### config.mk
export PLATFORM = sky130hd
export DESIGN_NAME = proc_sequencer
export DESIGN_NICKNAME = d
export VERILOG_FILES = /design/src/rtl/proc_seq_pkg.sv /design/src/rtl/byte_packer.sv /design/src/rtl/proc_sequencer.sv
export SDC_FILE = /design/constraint.sdc
export NUM_CORES = 1
export LEC_CHECK = 0
export CAP_MARGIN = 10
export CORE_MARGIN = 10
export CORE_UTILIZATION = 46
export CTS_BUF_LIST = sky130_fd_sc_hd__clkbuf_4
export DETAILED_ROUTE_END_ITERATION = 8
export PLACE_DENSITY = 0.83
export SKIP_LAST_GASP = 1
export SLEW_MARGIN = 10
export SYNTH_ARGS = -nofsm -noshare
export SYNTH_HDL_FRONTEND = slang
export SYNTH_SLANG_ARGS = --single-unit
### constraint.sdc
create_clock -name clk -period 5.1 [get_ports clk]
set_input_delay 1.02 -clock clk [delete_from_list [all_inputs] [get_ports clk]]
set_output_delay 1.02 -clock clk [all_outputs]
set_load 0.02 [all_outputs]
### src/rtl/proc_seq_pkg.sv
// Shared types and widths for the boot/run sequencer.
package proc_seq_pkg;

  typedef enum logic [2:0] {
    ST_IDLE  = 3'd0,
    ST_LOAD  = 3'd1,
    ST_RUN   = 3'd2,
    ST_DRAIN = 3'd3,
    ST_DONE  = 3'd4
  } seq_state_t;

  localparam int unsigned DRAIN_CYCLES_DEFAULT = 4;
  localparam int unsigned WORD_CNT_W           = 16;
  localparam int unsigned BYTE_CNT_W           = 2;
  localparam int unsigned DRAIN_CNT_W          = 8;

endpackage

### src/rtl/byte_packer.sv
// Packs a little-endian byte stream into 32-bit words; first byte lands in the LSB.
module byte_packer
  import proc_seq_pkg::*;
(
  input  logic        clk,
  input  logic        rst,
  input  logic        clr,
  input  logic [7:0]  byte_in,
  input  logic        byte_valid,
  output logic        word_valid,
  output logic [31:0] word
);

  logic [BYTE_CNT_W-1:0] byte_cnt;

  // Shift each byte in from the top so after four bytes byte 0 sits in [7:0].
  always_ff @(posedge clk or posedge rst) begin
    if (rst) begin
      byte_cnt   <= '0;
      word       <= '0;
      word_valid <= 1'b0;
    end else if (clr) begin
      byte_cnt   <= '0;
      word       <= '0;
      word_valid <= 1'b0;
    end else begin
      word_valid <= 1'b0;
      if (byte_valid) begin
        word     <= {byte_in, word[31:8]};
        byte_cnt <= byte_cnt + BYTE_CNT_W'(1);
        if (byte_cnt == '1) begin
          word_valid <= 1'b1;
        end
      end
    end
  end

endmodule

### src/rtl/proc_sequencer.sv
// Boot and run sequencer: loads a program into instruction memory while holding
// the core in reset, then runs it until a halt PC or cycle limit, drains, and stops.
module proc_sequencer
  import proc_seq_pkg::*;
#(
  parameter int unsigned MAX_CYCLES   = 65535,
  parameter int unsigned DRAIN_CYCLES = DRAIN_CYCLES_DEFAULT
) (
  input  logic        clk,
  input  logic        rst,
  input  logic        start,
  input  logic [15:0] prog_len,
  input  logic [31:0] halt_pc,
  input  logic [7:0]  in_byte,
  input  logic        in_valid,
  output logic        in_ready,
  output logic        imem_we,
  output logic [31:0] imem_addr,
  output logic [31:0] imem_wdata,
  output logic        core_rst,
  input  logic [31:0] pcf,
  output logic        busy,
  output logic        done,
  output logic        timeout,
  output logic [31:0] cycles
);

  localparam logic [31:0]            MAX_M1   = 32'(MAX_CYCLES - 1);
  localparam logic [DRAIN_CNT_W-1:0] DRAIN_M1 = DRAIN_CNT_W'(DRAIN_CYCLES - 1);

  seq_state_t             state;
  logic [WORD_CNT_W-1:0]  prog_len_q;
  logic [31:0]            halt_pc_q;
  logic [WORD_CNT_W-1:0]  word_cnt;
  logic [DRAIN_CNT_W-1:0] drain_cnt;
  logic                   start_ok;
  logic                   word_valid;
  logic [31:0]            word;

  // A start is only honoured from IDLE/DONE and with a non-empty program.
  assign start_ok = start && (prog_len != '0) && ((state == ST_IDLE) || (state == ST_DONE));

  // Bytes are refused during the write cycle so the packer never overruns a pending word.
  assign in_ready = (state == ST_LOAD) && !word_valid;

  byte_packer u_byte_packer (
    .clk        (clk),
    .rst        (rst),
    .clr        (start_ok),
    .byte_in    (in_byte),
    .byte_valid (in_valid && in_ready),
    .word_valid (word_valid),
    .word       (word)
  );

  assign imem_we    = word_valid;
  assign imem_wdata = word;
  assign imem_addr  = {{(32 - WORD_CNT_W - 2){1'b0}}, word_cnt, 2'b00};

  // Sequencer state, counters and registered status outputs.
  always_ff @(posedge clk or posedge rst) begin
    if (rst) begin
      state      <= ST_IDLE;
      prog_len_q <= '0;
      halt_pc_q  <= '0;
      word_cnt   <= '0;
      drain_cnt  <= '0;
      core_rst   <= 1'b1;
      busy       <= 1'b0;
      done       <= 1'b0;
      timeout    <= 1'b0;
      cycles     <= '0;
    end else begin
      unique case (state)
        ST_IDLE, ST_DONE: begin
          if (start_ok) begin
            state      <= ST_LOAD;
            prog_len_q <= prog_len;
            halt_pc_q  <= halt_pc;
            word_cnt   <= '0;
            cycles     <= '0;
            done       <= 1'b0;
            timeout    <= 1'b0;
            busy       <= 1'b1;
          end
        end
        ST_LOAD: begin
          if (word_valid) begin
            word_cnt <= word_cnt + WORD_CNT_W'(1);
            if (word_cnt == prog_len_q - WORD_CNT_W'(1)) begin
              state    <= ST_RUN;
              core_rst <= 1'b0;
            end
          end
        end
        ST_RUN: begin
          cycles <= cycles + 32'd1;
          // Halt takes priority over the limit when both hit in the same cycle.
          if (pcf == halt_pc_q) begin
            state     <= ST_DRAIN;
            drain_cnt <= '0;
          end else if (cycles == MAX_M1) begin
            state    <= ST_DONE;
            core_rst <= 1'b1;
            busy     <= 1'b0;
            done     <= 1'b1;
            timeout  <= 1'b1;
          end
        end
        ST_DRAIN: begin
          cycles    <= cycles + 32'd1;
          drain_cnt <= drain_cnt + DRAIN_CNT_W'(1);
          if (drain_cnt == DRAIN_M1) begin
            state    <= ST_DONE;
            core_rst <= 1'b1;
            busy     <= 1'b0;
            done     <= 1'b1;
          end
        end
        default: begin
          state    <= ST_IDLE;
          core_rst <= 1'b1;
          busy     <= 1'b0;
        end
      endcase
    end
  end

endmodule
==> out/results.txt <==
Async S/R FF share, synth: 100%
Row cnt: 46
Pins Over Slew Limit: 0
Die height: 148 um
Initial Util: 46.9%
Count of final setup violators: 0
MaxCap Viol Count: 0
Area share of the leading cell type in the synthesized netlist: 48.5%
Routed wire per std cell: 16.3 um
Worst-path fanout max: 12
CP max stage delay: 700 ps
Layout cells sized above 1: 5.04%
Clock buffer count from CTS: 17
Initial DRC count: 372
Reg clk slew, reported paths: 120 ps
Register-to-Register Path Depth: 7
Crit path launch type: flip-flop
Final hold viol count: 0
DPL Wire Length: 15100 um
Number of flops mapped to enable cells by yosys: 0
Synth-to-Final Area Change: 29.1%
Most common cell in the netlist: nand2_1
Register share of total power: 46.5%
P_leak: 4.30 nW
Sequential area share after synthesis: 48.8%
Synthesized flop and latch total: 146
Avg Vias per Cell: 5.19
Outcome: finished clean
Gr usage total: 18.5%
Clock power share: 22.2%
Vias in the first global route: 6535
Clock Path Buffers: 2
DP Cell Count: 1214
CTS Hold Buffers Added: 0
Syn Std Cell Area: 7480 sq um
Syn Area/Cell: 8.76 sq um
Final worst path period share: 73.5%
R2R setup slack: 2170 ps
Largest net degree at the start of global routing: 83
Resized cells post-CTS: 0
Worst-Margin Slew: 1080 ps
Leading area contributor after synthesis: dfrtp_1
Crit-path slowest cell: clkdlybuf4s50_1
Synth warn: 0
Crit path buf inv count: 1
Antenna Nets Post-Route: 0
Crit path capture: in_ready
Synth cell count leaders: 250 x nand2_1, 145 x dfrtp_1, 57 x xor2_1
Power Dens Cells: 348 nW/um^2
# port buffers: 177
Worst-path cell chain: or3b_2 > nor2_1 > clkdlybuf4s50_1
Root Driver: clkbuf_4
Combinational fraction of design power: 31.3%
Top FF cell, synth: dfrtp_1
Critical path depth in cells: 3
Post-synth cell types: 60
Final TNS setup: 0 ps
Die width: 148 um
Fin Hold WS: 492 ps
Gpl congestion: 0.911
CP Launch Point: state[0]
Post-CTS setup buffers: 0
Switch Pwr: 1.20 mW
Critical R2R Launch: prog_len_q[3]
Die area: 21800 sq um
Vias: 6481
Post-Layout Cell Count: 1248
CTS sink cnt: 146
Min-Delay Path Class: flip-flop to flip-flop
Worst Path Arrival: 2730 ps
Nets: 1116
CP Capture Type: primary output
DRC violation count after routing: 0
H-tree depth: 4
Maximum vdd drop: 0.362 mV
RSZ-0062 raised after global routing: false
Top delay family on crit path: simple AND/OR/NAND/NOR gates
Critical Path RT: 4080 ps
CTS tree: built
P_int: 2.17 mW
Post-route setup slack: 1350 ps
First-pass GRT wire length: 33300 um
1st-pass router iterations: 6
Initial antenna violation count: 1
Core box area: 15900 sq um
Routed wire length: 20400 um
Max Clock Skew: 21.0 ps
Setup CP Type: flip-flop to primary output
Minimum clock period: 3750 ps
Min-Delay Path Depth: 1
Max_slew headroom: 27.7%
Setup WS pre-CTS: 1150 ps
Reg2reg end: state[0]
Grt total ovfl: 0
Clock Latency Late Sink: 540 ps
Num ports: 194
Sw Share: 35.7%
Area contributors post-synth: dfrtp_1 48%, nand2_1 13%, xor2_1 6.7%, xnor2_1 3.0%, a21oi_1 3.0%
Synth Instances: 854
Pwr Total: 3.37 mW
Fmax: 0.267 GHz
## logic make-up (layout without fill, tap and decap cells)
family	Yosys count	in the layout	synth area share [%]
AO/OA/AOI/OAI	106	106	8.59
XOR/XNOR	83	83	9.71
buffers and inverters	65	227	4.43
AND/OR/NAND/NOR	442	442	26.7
flip-flops	146	146	48.8
other	1	17	0.0501
multiplexers	5	5	0.702
adder cells (fa/ha/maj)	6	6	1.00
## flip-flops by register name (all words and copies together), names as in the netlist
| register | cells |
|---|---|
| busy | 1 |
| done | 1 |
| halt_pc_q | 32 |
| word_cnt | 16 |
| u_byte_packer.word | 32 |
| cycles | 32 |
| core_rst | 1 |
| prog_len_q | 16 |
| state | 3 |
| drain_cnt | 8 |
| u_byte_packer.word_valid | 1 |
| u_byte_packer.byte_cnt | 2 |
| timeout | 1 |
## worst min path at each step
stage	from	to	slack (ps)
global route	halt_pc_q[11]	halt_pc_q[11]	530
CTS	busy	busy	500
detailed placement	busy	busy	470
floorplan	drain_cnt[7]	drain_cnt[7]	440
finish	busy	busy	490
global placement	busy	busy	460
## power by group through the flow
stage                     Combinational (mW)  Clock (mW)  Sequential [mW]
after floorplan                        0.612           0             1.60
after CTS                               1.06       0.771             1.56
after global routing                    1.18       0.823             1.60
after detailed placement                1.05           0             1.58
after global placement                  1.01           0             1.58
final                                   1.05       0.747             1.57
## area by class of cell
class,instances,area [sq um]
sequential,146,3650
clock buffer,19,143
antenna,1,2.50
fill,1449,6280
timing repair buffer,184,1840
multi-input combinational,658,3560
clock inverter,13,143
inverter,11,46.3
tap,216,270
## metal layers
layer  share of wire (%)  GRT usage (%)  up-vias  wire length, um
met3                 7.0           5.77       22             1430
met5                   0              0        -                0
li1                    -              -     3170                -
met4                 1.7           6.19        0              346
met1                  42           22.1     3083             8470
met2                  50           31.0      206            10100
## cells in the final DEF (no fill, tap or decap), types with 16 or more instances in the layout
cell type,synthesis,layout
a21oi_1,45,45
clkbuf_4,0,19
clkdlybuf4s50_1,0,177
conb_1,1,16
dfrtp_1,145,145
nand2_1,250,250
nand3_1,30,30
nand4_1,21,21
nor2_1,54,54
nor3_1,18,17
o21ai_0,37,37
xnor2_1,26,26
xor2_1,57,57
## through the flow
| stage | utilization (%) | instance area (sq um) |
|---|---|---|
| after floorplan | - | 7540 |
| after global placement | 58.6 | 9350 |
| after detailed placement | 58.6 | 9350 |
| after CTS | 60.4 | 9640 |
| after global routing | 60.6 | 9670 |
| final | 60.6 | 9670 |
## worst reg2reg max path, delay by kind of cell, from the launching register on
kind | cells | cell delay [ps]
and+or+nand+nor | 3 | 1240
muxes | 1 | 340
DFF | 1 | 490
AOI/OAI and AO/OA | 3 | 750
No activity file was read; power rests on OpenSTA's default activity.
